==> src/rtl/vga_pkg.sv <==
// Shared timing defaults (640x480@60), sync polarity constants and total-count helpers
// for the VGA timing generator.
package vga_pkg;

    localparam int H_ACTIVE_DEF = 640;
    localparam int H_FP_DEF     = 16;
    localparam int H_SYNC_DEF   = 96;
    localparam int H_BP_DEF     = 48;
    localparam int V_ACTIVE_DEF = 480;
    localparam int V_FP_DEF     = 10;
    localparam int V_SYNC_DEF   = 2;
    localparam int V_BP_DEF     = 33;

    localparam logic POL_NEG = 1'b0;
    localparam logic POL_POS = 1'b1;

    function automatic int h_total(input int act, input int fp, input int sy, input int bp);
        return act + fp + sy + bp;
    endfunction

    function automatic int v_total(input int act, input int fp, input int sy, input int bp);
        return act + fp + sy + bp;
    endfunction

endpackage

==> src/rtl/vga_delay_line.sv <==
// Enable-qualified shift register with async reset to a configurable value.
// DEPTH of 0 degenerates to a wire.
module vga_delay_line #(
    parameter int           W       = 1,
    parameter int           DEPTH   = 1,
    parameter logic [W-1:0] RST_VAL = '0
) (
    input  logic         i_clk,
    input  logic         i_rst,
    input  logic         i_en,
    input  logic [W-1:0] i_d,
    output logic [W-1:0] o_q
);

    generate
        if (DEPTH == 0) begin : g_bypass
            assign o_q = i_d;
        end else begin : g_shift
            logic [DEPTH-1:0][W-1:0] r_sr;

            always_ff @(posedge i_clk or posedge i_rst) begin
                if (i_rst) begin
                    for (int i = 0; i < DEPTH; i++) r_sr[i] <= RST_VAL;
                end else if (i_en) begin
                    r_sr[0] <= i_d;
                    for (int i = 1; i < DEPTH; i++) r_sr[i] <= r_sr[i-1];
                end
            end

            assign o_q = r_sr[DEPTH-1];
        end
    endgenerate

endmodule

==> src/rtl/vga_timing_gen.sv <==
// Parametrised VGA timing generator: counters, sync, markers, and colour re-alignment.
// Optional colour-bar test pattern is built when VGA_TIMING_TESTPAT_EN is defined.
module vga_timing_gen
    import vga_pkg::*;
#(
    parameter int   H_ACTIVE = H_ACTIVE_DEF,
    parameter int   H_FP     = H_FP_DEF,
    parameter int   H_SYNC   = H_SYNC_DEF,
    parameter int   H_BP     = H_BP_DEF,
    parameter int   V_ACTIVE = V_ACTIVE_DEF,
    parameter int   V_FP     = V_FP_DEF,
    parameter int   V_SYNC   = V_SYNC_DEF,
    parameter int   V_BP     = V_BP_DEF,
    parameter logic H_POL    = POL_NEG,
    parameter logic V_POL    = POL_NEG,
    parameter int   COLOR_W  = 8,
    parameter int   PIPE     = 2,
    localparam int  H_TOTAL  = h_total(H_ACTIVE, H_FP, H_SYNC, H_BP),
    localparam int  V_TOTAL  = v_total(V_ACTIVE, V_FP, V_SYNC, V_BP),
    localparam int  XW       = $clog2(H_TOTAL),
    localparam int  YW       = $clog2(V_TOTAL)
) (
    input  logic               pxlClk,
    input  logic               rst,
    input  logic               pxlEn,
`ifdef VGA_TIMING_TESTPAT_EN
    input  logic               testPat,
`endif
    input  logic [COLOR_W-1:0] rIn,
    input  logic [COLOR_W-1:0] gIn,
    input  logic [COLOR_W-1:0] bIn,
    output logic [XW-1:0]      pxlX,
    output logic [YW-1:0]      pxlY,
    output logic               active,
    output logic               frameStart,
    output logic               lineStart,
    output logic [COLOR_W-1:0] R,
    output logic [COLOR_W-1:0] G,
    output logic [COLOR_W-1:0] B,
    output logic               hSync,
    output logic               vSync
);

    localparam int HS_START = H_ACTIVE + H_FP;
    localparam int HS_END   = HS_START + H_SYNC;
    localparam int VS_START = V_ACTIVE + V_FP;
    localparam int VS_END   = VS_START + V_SYNC;
`ifdef VGA_TIMING_TESTPAT_EN
    localparam int DW       = 6;
    localparam int BAR_W    = H_ACTIVE / 8;
`else
    localparam int DW       = 3;
`endif

    generate
        if (H_SYNC < 1 || V_SYNC < 1 || PIPE < 0 || PIPE > 8) begin : g_param_err
            $error("vga_timing_gen: H_SYNC/V_SYNC must be >= 1 and PIPE in 0..8");
        end
    endgenerate

    logic [XW-1:0]      r_x;
    logic [YW-1:0]      r_y;
    logic               r_lineStart, r_frameStart;
    logic               w_active, w_hs, w_vs;
    logic [DW-1:0]      w_s0, w_dly;
    logic [COLOR_W-1:0] w_r, w_g, w_b;
    logic [COLOR_W-1:0] r_r, r_g, r_b;
    logic               r_hs, r_vs;

    always_ff @(posedge pxlClk or posedge rst) begin
        if (rst) begin
            r_x          <= '0;
            r_y          <= '0;
            r_lineStart  <= 1'b0;
            r_frameStart <= 1'b0;
        end else if (pxlEn) begin
            r_lineStart  <= (r_x == '0);
            r_frameStart <= (r_x == '0) && (r_y == '0);
            if (r_x == XW'(H_TOTAL - 1)) begin
                r_x <= '0;
                r_y <= (r_y == YW'(V_TOTAL - 1)) ? '0 : r_y + YW'(1);
            end else begin
                r_x <= r_x + XW'(1);
            end
        end
    end

    assign w_active = (r_x < XW'(H_ACTIVE)) && (r_y < YW'(V_ACTIVE));
    assign w_hs = (r_x >= XW'(HS_START) && r_x < XW'(HS_END)) ? H_POL : ~H_POL;
    assign w_vs = (r_y >= YW'(VS_START) && r_y < YW'(VS_END)) ? V_POL : ~V_POL;

    // Bar index rides the same delay line so it lands with its own active/sync bits.
`ifdef VGA_TIMING_TESTPAT_EN
    assign w_s0 = {3'(r_x / XW'(BAR_W)), w_active, w_hs, w_vs};
`else
    assign w_s0 = {w_active, w_hs, w_vs};
`endif

    vga_delay_line #(
        .W       (DW),
        .DEPTH   (PIPE),
        .RST_VAL (DW'({1'b0, ~H_POL, ~V_POL}))
    ) u_dly (
        .i_clk (pxlClk),
        .i_rst (rst),
        .i_en  (pxlEn),
        .i_d   (w_s0),
        .o_q   (w_dly)
    );

    always_comb begin
        w_r = '0;
        w_g = '0;
        w_b = '0;
        if (w_dly[2]) begin
`ifdef VGA_TIMING_TESTPAT_EN
            if (testPat) begin
                w_r = {COLOR_W{w_dly[5]}};
                w_g = {COLOR_W{w_dly[4]}};
                w_b = {COLOR_W{w_dly[3]}};
            end else begin
                w_r = rIn;
                w_g = gIn;
                w_b = bIn;
            end
`else
            w_r = rIn;
            w_g = gIn;
            w_b = bIn;
`endif
        end
    end

    always_ff @(posedge pxlClk or posedge rst) begin
        if (rst) begin
            r_r  <= '0;
            r_g  <= '0;
            r_b  <= '0;
            r_hs <= ~H_POL;
            r_vs <= ~V_POL;
        end else if (pxlEn) begin
            r_r  <= w_r;
            r_g  <= w_g;
            r_b  <= w_b;
            r_hs <= w_dly[1];
            r_vs <= w_dly[0];
        end
    end

    assign pxlX       = r_x;
    assign pxlY       = r_y;
    assign active     = w_active;
    assign lineStart  = r_lineStart;
    assign frameStart = r_frameStart;
    assign R          = r_r;
    assign G          = r_g;
    assign B          = r_b;
    assign hSync      = r_hs;
    assign vSync      = r_vs;

endmodule

==> config.mk <==
export PLATFORM = sky130hd
export DESIGN_NAME = vga_timing_gen
export DESIGN_NICKNAME = d
export VERILOG_FILES = /design/src/rtl/vga_pkg.sv /design/src/rtl/vga_delay_line.sv /design/src/rtl/vga_timing_gen.sv
export SDC_FILE = /design/constraint.sdc
export NUM_CORES = 1
export LEC_CHECK = 0
export BUFFER_PORTS_ARGS = -buffer_cell sky130_fd_sc_hd__buf_2
export CORE_ASPECT_RATIO = 0.7
export CORE_MARGIN = 3
export CORE_UTILIZATION = 51
export CTS_CLUSTER_SIZE = 14
export DETAILED_ROUTE_END_ITERATION = 16
export GPL_TIMING_DRIVEN = 0
export HOLD_SLACK_MARGIN = 0.06
export MAX_ROUTING_LAYER = met4
export PLACE_DENSITY_LB_ADDON = 0.3
export SYNTH_ARGS = -nofsm -noshare
export SYNTH_HDL_FRONTEND = slang
export SYNTH_HIERARCHICAL = 1
export SYNTH_SLANG_ARGS = --single-unit
==> constraint.sdc <==
create_clock -name pxlClk -period 2.3 [get_ports pxlClk]
set_input_delay 0.46 -clock pxlClk [delete_from_list [all_inputs] [get_ports pxlClk]]
set_output_delay 0.46 -clock pxlClk [all_outputs]
set_load 0.005 [all_outputs]
; ---- After elaboration in Yosys (flattened, before gate mapping)
; Cells that the tools add are included.
[totals]
elab_cells = 35
register_bits = 54
out_inout_bits = 49
[classes]
addsub = 2
reduce_logical = 7
n_mux = 7
eq_ne = 2
magnitude_cmp = 6
[ops]
columns = cell, count
row1 = two-way mux 8 bit, 3
row2 = adder 10 x 1 -> 10 bit (second input constant), 2
row3 = == test 10 bit (second input constant), 2
row4 = logical NOT 10 bit, 2
row5 = less-than comparator 10 bit (second input constant), 2
row6 = less-than comparator 10 x 9 -> 1 bit (second input constant), 2
row7 = two-way mux 10 bit, 2
row8 = greater-or-equal comparator 10 bit (second input constant), 1
row9 = greater-or-equal comparator 10 x 9 -> 1 bit (second input constant), 1
row10 = logical AND 1 bit, 4
row11 = two-way mux 1 bit, 2
row12 = AND reduction 2 bit, 1

; ---- Logic depth before layout (Yosys ltp)
; Gate-level depths: netlist (run 1).
[logic_depth]
word_depth = 3
mapped_depth = 6

; ---- Cells and area by module
; Netlist (run 1), hierarchy kept.
[by_module_without_submodules]
columns = mod, area_per_inst_um2, instances, seq_area_each_um2, cells_per_inst
row1 = vga_timing_gen, 2218.4, 1, 1203.7, 224
row2 = vga_delay_line, 282.8, 1, 155.1, 17

; ---- Worst setup path before layout (run 1)
; No wires, ideal clock.
[synth_path]
path_kind = register -> register
startpoint = register r_y[0], in the netlist pxlY[0]
endpoint = register r_y[0], in the netlist pxlY[0]
setup_slack_ns = 0.458
setup_time_ns = 0.125
stages_incl_launch_ff = 7
synth_period_minus_slack_ns = 1.842
arrival_ns = 1.717
path_buffers = 0
cell_sequence = dfrtp_1 -> inv_1 -> ha_1 -> or4b_4 -> nor4_4 -> nor2_1 -> mux2_4
[synth_via]
elab_chain_cells = 2
elab_cells_between_ends = 3
classes_between = add/sub (1) / eq/ne (1) / mux (1)
[synth_rtl]
columns = item, line
row1 = "start, declared", vga_timing_gen.sv:62  ; logic [YW-1:0] r_y;
row2 = "start signal, assigned", vga_timing_gen.sv:81  ; r_y <= (r_y == YW'(V_TOTAL - 1)) ? '0 : r_y + YW'(1);
row3 = adder 10 x 1 -> 10 bit or == test 10 bit (tied branches), vga_timing_gen.sv:81
row4 = two-way mux 10 bit *, vga_timing_gen.sv:81
; Every way passes the cells marked *; elsewhere a longest branch is shown, timed or not.
; A chain may end at the register's enable or synchronous reset.

; ---- Worst setup path after layout (run 1)
[layout_path]
startpoint = register r_y[5], in the netlist pxlY[5]
endpoint = output port active
[layout_via]
elab_chain_cells = 2
[layout_rtl]
columns = item, line
row1 = less-than comparator 10 x 9 -> 1 bit, vga_timing_gen.sv:88  ; assign w_active = (r_x < XW'(H_ACTIVE)) && (r_y < YW'(V_ACTIVE));
row2 = logical AND 1 bit, vga_timing_gen.sv:88
row3 = "end, declared", vga_timing_gen.sv:34  ; output logic active,
; No other way between the ends.

==> flow_metrics.env, run 1 <==
export IMPL_holdWs_ns=0.0635
export IMPL_fin_skew_ns=0.00802
export IMPL_hold_path_class="in -> async"
export IMPL_htree_levels=2
export IMPL_ys_warn_count=6
export IMPL_setup_tns_ns=0
export IMPL_run_status="finished, final reports clean"
export IMPL_met1Wirelength_um=2540
export IMPL_rsz0062_at_grt="no"
export IMPL_dr_wl_met3_um=216
export IMPL_clock_fmax_mhz=474
export IMPL_report_final_slew_viol_count=0
export IMPL_synthFlopType="dfrtp_1"
export IMPL_viasPerCell=5.04
export IMPL_worstSetupPathType="reg -> out"
export IMPL_die_area_um2=5790
export IMPL_clk_pin_slew_worst_paths_ns=0.09
export IMPL_max_slew_margin_pct=70.0
export IMPL_synthArstFlopShare_pct=100
export IMPL_synth_edf_count=0
export IMPL_drt_iter0_markers=72
export IMPL_grt_max_degree=33
export IMPL_finalNonFillerCells=390
export IMPL_portBuffers=74
export IMPL_cp_required_ns=1.84
export IMPL_die_y_um=64.6
export IMPL_yosysSeqAreaShare_pct=54.3
export IMPL_overflow=0
export IMPL_wl_um=5370
export IMPL_maxUsedRoutingLayer="met4"
export IMPL_grt_usage_pct=20.3
export IMPL_wl_per_cell_um=13.8
export IMPL_clock_root_buffer="clkbuf_8"
export IMPL_cts_tree="done"
export IMPL_ios=76
export IMPL_wl_met2_um=2530
export IMPL_fin_total_pwr_mw=2.12
export IMPL_startpoint_type="register"
export IMPL_tightest_slew_ns=0.451
export IMPL_setup_violations_final=0
export IMPL_post_cts_setup_buffers=0
export IMPL_synth_area_um2=2500
export IMPL_cp_arrival_ns=1.65
export IMPL_coreArea_um2=4530
export IMPL_p_per_area_nw_per_um2=687
export IMPL_ys_ff_latch=54
export IMPL_place_congestion=0.747
export IMPL_clockBufferDepth=2
export IMPL_vias=1964
export IMPL_clock_sinks=54
export IMPL_firstDrtPassIters=4
export IMPL_period_needed_ns=2.11
export IMPL_crit_path_end_kind="output port"
export IMPL_layout_drive_gt1_share_pct=35.2
export IMPL_synthDistinctLibCells=45
export IMPL_ant_nets=0
export IMPL_drc=0
export IMPL_hold_viol=0
export IMPL_post_cts_resized=0
export IMPL_area_growth_syn_to_layout_pct=23.3
export IMPL_rows=20
export IMPL_grt_pass1_vias=1890
export IMPL_placed_cells=382
export IMPL_die_x_um=89.7
export IMPL_layout_cells_most_common_list="76 x buf_2, 48 x dfrtp_1, 31 x nand2_1, 31 x inv_1, 29 x o21ai_0"
export IMPL_numCtsBuffers=5
export IMPL_final_common_cell="buf_2"
export IMPL_dp_hpwl_um=4050
export IMPL_synth_nets=272
export IMPL_fin_nets=354
export IMPL_antenna_found_initial=0
export IMPL_cts_hold_buffers_added=0
export IMPL_clk_latency_ns=0.31
export IMPL_fin_crit_sh_pct=91.7
export IMPL_syn_inst=241
export IMPL_ir_drop_v=0.000417
export IMPL_cp_max_fo=7
export IMPL_n_antenna_cell=0
export IMPL_start_util_pct=55.2
export IMPL_maxCapViolations=0
export IMPL_syn_area_per_cell_um2=10.4
export IMPL_leakagePower_nw=1.60
export IMPL_grt_pass1_wl_um=9190
-- final cells by class --
class / count / area [um^2]
Clock buffer: 6 / 72.6
Inverter: 32 / 120
Fill cell: 382 / 1450
Timing Repair Buffer: 75 / 390
Sequential cell: 54 / 1360
Buffer: 14 / 75.1
Multi-Input combinational cell: 141 / 947
Clock inverter: 2 / 37.5
Tap cell: 66 / 82.6
-- routing by layer --
layer | vias to the layer above | GRT usage [%]
met1 | 952 | 27.3
met5 | - | -
met4 | 0 | 6.88
li1 | 957 | -
met3 | 10 | 3.94
met2 | 45 | 31.5
-- flip-flops by register name, indices dropped and copies added, names as in the netlist --
signal,flops
pxlX,10
pxlY,10
B,8
G,8
R,8
u_dly/g_shift.r_sr,3
u_dly/o_q,3
frameStart,1
hSync,1
lineStart,1
vSync,1
-- worst max-delay path, stage by stage, from the launching register on --
cell and delay [ns]:
dfrtp_1 0.47, and3_2 0.22, and2_1 0.20, nor3_1 0.27, buf_2 0.17
-- cell usage after synthesis (all sizes together), types with 2 or more instances --
cell / count / area (um^2)
nand2: 31 / 116
ha: 4 / 50.1
nor4: 2 / 33.8
nor4b: 2 / 17.5
and2: 2 / 12.5
and4: 4 / 35.0
xnor2: 6 / 52.6
buf: 6 / 43.8
nand4b: 2 / 17.5
dfstp: 6 / 158
nor2: 7 / 26.3
o21ai: 30 / 150
clkbuf: 8 / 31.3
nor3: 3 / 26.3
nand3: 8 / 40.0
or3: 3 / 18.8
a22o: 3 / 26.3
nand4: 2 / 18.8
mux2: 10 / 139
inv: 32 / 120
a31oi: 2 / 12.5
xor2: 4 / 35.0
a21o: 2 / 16.3
o22ai: 2 / 12.5
dfrtp: 48 / 1200
and3: 3 / 20.0
-- worst paths after layout --
path / depth (start not counted) / start / slack [ns] / to
min in group pxlClk: 3 / bIn[0] / 0.35 / B[0]
max in group asynchronous: 3 / rst / 1.62 / vSync
min: 2 / rst / 0.06 / u_dly/o_q[2]
min reg2reg: 1 / u_dly/o_q[2] / 0.52 / u_dly/o_q[2]
max reg2reg: 6 / pxlY[1] / 0.25 / pxlY[2]
max: 4 / pxlY[5] / 0.19 / active
-- logic make-up after synthesis --
logic type | share of synthesized area (%)
fa+ha+maj | 2.00
flops | 54.3
simple gates | 17.5
mux | 5.55
buf+inv | 7.80
compound gates | 9.30
xor+xnor | 3.50
-- through the flow --
stage	setup WS (ns)	cell area, um^2	util, %
3_5_place_dp	0.284	2970	65.7
6_report	0.192	3080	68.1
5_1_grt	0.104	3080	68.1
2_1_floorplan	0.458	2500	-
3_3_place_gp	0.0645	2950	65.2
4_1_cts	0.169	3080	68.1
-- power breakdown --
part | internal (mW) | switching [mW]
Sequential | 1.04 | 0.0683
Clock | 0.325 | 0.308
Combinational | 0.171 | 0.210
Total | 1.53 | 0.587
No activity file was read; power rests on OpenSTA's default activity.
==> run 2: changes to the inputs <==
Settings changed: SETUP_SLACK_MARGIN set to 0.3.
==> run 2 against run 1 <==
  * Utilization rose by 1.7 points
  * Register-to-register slack improved by 0.10 ns
  * Sequential share of layout area fell by 0.97 points
  * Cell count rose by 2.3%
  * First-iteration DRC count rose by 11%
  * Fmax rose by 7.0%
  * Via count rose by 3.0%
  * Design area rose by 2.4%
  * Sequential cell count did not move
  * Clock skew fell by 0.0026 ns
  * Clock power barely moved
  * Critical endpoint unchanged
  * Largest cell class unchanged
  * Largest power group unchanged
==> flow_metrics.env, run 2 (same netlist as run 1, synthesis figures left out) <==
export IMPL_run_status="finished, final reports clean"
export IMPL_grt_pass1_vias=1896
export IMPL_reg2regPathDepth=6
export IMPL_holdWs_ns=0.0595
export IMPL_comb_power_share_pct=18.0
export IMPL_max_slew_margin_pct=68.1
export IMPL_met1Wirelength_um=2620
export IMPL_fin_nets=363
export IMPL_placed_cells=382
export IMPL_tightest_slew_ns=0.478
export IMPL_report_final_slew_viol_count=0
export IMPL_startpoint_type="register"
export IMPL_n_fill_cell=372
export IMPL_cp_max_fo=4
export IMPL_crit_cells=4
export IMPL_cpPeakStageDelay_ns=0.43
export IMPL_antenna_found_initial=0
export IMPL_rsz0062_at_grt="yes"
export IMPL_clock_fmax_mhz=508
export IMPL_place_congestion=0.747
export IMPL_hold_path_class="in -> async"
export IMPL_clock_root_buffer="clkbuf_8"
export IMPL_fin_ws_ns=0.330
export IMPL_ir_drop_v=0.000420
export IMPL_drc=0
export IMPL_htree_levels=2
export IMPL_p_sw_uw=591
export IMPL_die_x_um=89.7
export IMPL_p_int_mw=1.53
export IMPL_wl_per_cell_um=14.2
export IMPL_clockBufferDepth=2
export IMPL_path_buf_inv=1
export IMPL_maxCapViolations=0
export IMPL_area_growth_syn_to_layout_pct=26.3
export IMPL_numCtsBuffers=5
export IMPL_p_per_area_nw_per_um2=672
export IMPL_finalNonFillerCells=399
export IMPL_slowest_stage="dfrtp_1"
export IMPL_wl_um=5660
export IMPL_switching_share_pct=27.8
export IMPL_setup_violations_final=0
export IMPL_period_needed_ns=1.97
export IMPL_fin_crit_sh_pct=85.6
export IMPL_leakagePower_nw=1.65
export IMPL_die_y_um=64.6
export IMPL_n_antenna_cell=0
export IMPL_hold_viol=0
export IMPL_fin_total_pwr_mw=2.12
export IMPL_setup_tns_ns=0
export IMPL_vias=2022
export IMPL_coreArea_um2=4530
export IMPL_cpLargestDelayFamily="simple AND/OR/NAND/NOR gates"
export IMPL_clk_latency_ns=0.31
export IMPL_ant_nets=0
export IMPL_cts_tree="done"
export IMPL_worstSetupPathType="reg -> out"
export IMPL_overflow=0
export IMPL_layout_cells_most_common_list="76 x buf_2, 46 x dfrtp_1, 31 x nand2_1, 30 x inv_1, 29 x o21ai_0"
export IMPL_maxUsedRoutingLayer="met4"
export IMPL_wl_met2_um=2710
export IMPL_layout_drive_gt1_share_pct=38.1
export IMPL_cts_hold_buffers_added=0
export IMPL_cp_arrival_ns=1.51
export IMPL_drt_iter0_markers=80
export IMPL_stdcell_area_um2=3160
export IMPL_portBuffers=74
export IMPL_path_cells="and3_2, and2_1, nor3_2, buf_2"
export IMPL_rows=20
export IMPL_dr_wl_met3_um=234
export IMPL_ios=76
export IMPL_grt_usage_pct=20.3
export IMPL_preCtsSetupSlack_ns=0.284
export IMPL_clk_pin_slew_worst_paths_ns=0.09
export IMPL_dp_hpwl_um=4050
export IMPL_utilization_pct=69.8
export IMPL_cp_required_ns=1.84
export IMPL_viasPerCell=5.07
export IMPL_firstDrtPassIters=4
export IMPL_start_util_pct=55.2
export IMPL_pwr_share_clk_pct=30.0
export IMPL_final_common_cell="buf_2"
export IMPL_fin_skew_ns=0.00546
export IMPL_crit_path_end_kind="output port"
export IMPL_clock_sinks=54
export IMPL_die_area_um2=5790
export IMPL_place_area_um2=2970
export IMPL_grt_pass1_wl_um=9200
export IMPL_grt_max_degree=33
export IMPL_seq_power_share_pct=52.0
-- run 2: cell count changes in the layout (fill, tap and decap cells not counted) --
cell,previous run,this run
buf_4,3,12
dfrtp_1,48,46
dfrtp_2,0,2
inv_1,31,30
inv_2,1,2
nor3_1,2,1
nor3_2,0,1
-- run 2: worst paths after layout --
path	start	end	slack, ns
max reg2reg	pxlY[0]	pxlY[0]	0.35
min in group pxlClk	bIn[0]	B[0]	0.35
min	rst	u_dly/o_q[2]	0.06
max in group asynchronous	rst	vSync	1.62
max	pxlY[7]	active	0.33
min reg2reg	pxlY[8]	pxlY[8]	0.52
-- run 2: timing repair --
action                                  4_1_cts  5_1_grt
endpoints found under the setup margin        4        6
resized for setup                             2        2
pin swaps                                     1        1
buffers inserted                              0        9
-- run 2: per-layer routing --
metal / vias up / track usage (%)
li1: 974 / -
met1: 985 / 27.3
met2: 51 / 31.5
met3: 12 / 3.94
met4: 0 / 6.88
met5: - / -
-- run 2: cell type report --
cell class / instances / area [um^2] / share of cell area (%)
timing repair buffer: 84 / 458 / 14.5
clock buffer: 6 / 72.6 / 2.30
tap: 66 / 82.6 / 2.61
buffer: 14 / 75.1 / 2.38
sequential: 54 / 1360 / 43.1
multi-input combinational: 141 / 952 / 30.1
inverter: 32 / 120 / 3.80
clock inverter: 2 / 37.5 / 1.19
-- run 2: power groups by stage --
stage / registers (mW) / logic (mW) / clock network (mW)
finish: 1.10 / 0.382 / 0.637
global route: 1.12 / 0.435 / 0.687
CTS: 1.10 / 0.388 / 0.643
detailed placement: 1.12 / 0.386 / 0
global placement: 1.12 / 0.372 / 0
floorplan: 1.12 / 0.213 / 0
==> run 3: changes to the inputs <==
Settings changed: REMOVE_ABC_BUFFERS set to 1.
==> run 3 against run 2 <==
  * First-iteration DRC count shrank 16%
  * Sequential power rose by 4%
  * Critical path depth increased by 2
  * Worst setup slack got worse by 0.013 ns
  * Utilization decreased by 0.75 points
  * Die area unchanged
  * Clock skew down 0.0026 ns
  * Routed wire length shrank 8.3%
  * Design area fell by 1.1%
  * Power down 6.9%
==> flow_metrics.env, run 3 (same netlist as run 1, synthesis figures left out) <==
export IMPL_run_status="finished, final reports clean"
export IMPL_die_y_um=64.6
export IMPL_cp_required_ns=2.49
export IMPL_report_final_slew_viol_count=0
export IMPL_clock_root_buffer="clkbuf_8"
export IMPL_setup_tns_ns=0
export IMPL_grt_usage_pct=19.2
export IMPL_preCtsSetupSlack_ns=-0.239
export IMPL_wl_per_cell_um=13.3
export IMPL_fin_skew_ns=0.00283
export IMPL_n_fill_cell=368
export IMPL_hold_path_class="in -> reg"
export IMPL_p_per_area_nw_per_um2=632
export IMPL_vias=1926
export IMPL_rows=20
export IMPL_grt_pass1_wl_um=8640
export IMPL_fin_total_pwr_mw=1.98
export IMPL_final_common_cell="buf_2"
export IMPL_slowest_stage="or4b_4"
export IMPL_layout_drive_gt1_share_pct=39.3
export IMPL_place_congestion=0.809
export IMPL_grt_max_degree=44
export IMPL_n_antenna_cell=0
export IMPL_ios=76
export IMPL_setup_violations_final=0
export IMPL_fin_ws_ns=0.317
export IMPL_die_area_um2=5790
export IMPL_viasPerCell=4.95
export IMPL_crit_path_end_kind="register"
export IMPL_area_growth_syn_to_layout_pct=25.0
export IMPL_clock_fmax_mhz=504
export IMPL_clk_latency_ns=0.30
export IMPL_clk_pin_slew_worst_paths_ns=0.09
export IMPL_die_x_um=89.7
export IMPL_worstSetupPathType="reg -> reg"
export IMPL_numCtsBuffers=5
export IMPL_start_util_pct=55.2
export IMPL_tightest_slew_ns=0.829
export IMPL_overflow=0
export IMPL_layout_cells_most_common_list="74 x buf_2, 46 x dfrtp_1, 31 x nand2_1, 29 x inv_1, 28 x o21ai_0"
export IMPL_ant_nets=0
export IMPL_fin_crit_sh_pct=86.2
export IMPL_holdWs_ns=0.352
export IMPL_drc=0
export IMPL_coreArea_um2=4530
export IMPL_wl_um=5190
export IMPL_htree_levels=2
export IMPL_hold_viol=0
export IMPL_clock_sinks=54
export IMPL_max_slew_margin_pct=44.7
export IMPL_startpoint_type="register"
export IMPL_ir_drop_v=0.000389
export IMPL_grt_pass1_vias=1744
export IMPL_rsz0062_at_grt="yes"
export IMPL_cp_arrival_ns=2.18
export IMPL_antenna_found_initial=0
export IMPL_firstDrtPassIters=4
export IMPL_path_cells="inv_2, ha_4, or4b_4, nor4_4, nor2_1, mux2_2"
export IMPL_maxCapViolations=0
export IMPL_leakagePower_nw=1.63
export IMPL_cts_tree="done"
export IMPL_period_needed_ns=1.98
export IMPL_drt_iter0_markers=67
export IMPL_fin_nets=353
export IMPL_cp_max_fo=5
export IMPL_clockBufferDepth=2
export IMPL_dp_hpwl_um=3700
export IMPL_portBuffers=75
export IMPL_cpPeakStageDelay_ns=0.48
## run 3: path summary, 6_finish.rpt
check                              from               endpoint  slack [ns]  depth (start not counted)
setup / recovery                pxlY[1]                pxlY[4]        0.32                          6
hold / removal                   gIn[7]                   G[7]        0.35                          3
setup reg to reg                pxlY[1]                pxlY[4]        0.32                          6
hold reg to reg            u_dly/o_q[2]           u_dly/o_q[2]        0.52                          1
max in group asynchronous           rst                  hSync        0.99                          4
min in group asynchronous           rst  u_dly/g_shift.r_sr[2]        0.61                          3
## run 3: cell type report
cell class,instances,area [um^2],share of cell area (%)
Multi-Input combinational cell,141,985,31.5
Clock inverter,2,13.8,0.440
Tap cell,66,82.6,2.64
Clock buffer,6,72.6,2.32
Timing Repair Buffer,88,490,15.7
Inverter,32,120,3.84
Sequential cell,54,1360,43.6
## run 3: power breakdown
part           leakage, nW  internal (mW)  switching [mW]  total (mW)
clock               0.0452          0.215           0.297       0.512
sequential           0.662           1.04           0.103        1.14
combinational        0.919          0.156           0.169       0.326
## run 3: timing repair
item,in CTS,in global routing
hold buffers,1,0
gates resized for setup,3,11
setup endpoints to repair,11,7
endpoints found under the hold margin,2,0
pin swaps,2,7
setup buffers,2,9
## run 3: per-stage QoR
stage	instance area, um^2	util [%]	instances
finish	3130	69.0	389
global route	3130	69.0	389
CTS	3020	66.8	380
detailed placement	2900	64.1	369
global placement	2880	63.7	368
floorplan	2430	-	227
## run 3: critical path, delay by kind of cell, from the launching register on
| kind | cells | cell delay [ns] |
|---|---|---|
| flops | 1 | 0.45 |
| mux | 1 | 0.28 |
| fa+ha+maj | 1 | 0.12 |
| simple gates | 3 | 0.96 |
| buf+inv | 1 | 0.07 |
## run 3: metal layers
| metal | vias up | wire, um | track usage (%) |
|---|---|---|---|
| met3 | 7 | 235 | 4.41 |
| li1 | 955 | - | - |
| met2 | 47 | 2410 | 27.9 |
| met5 | - | 0 | - |
| met4 | 0 | 57 | 5.74 |
| met1 | 917 | 2480 | 27.1 |
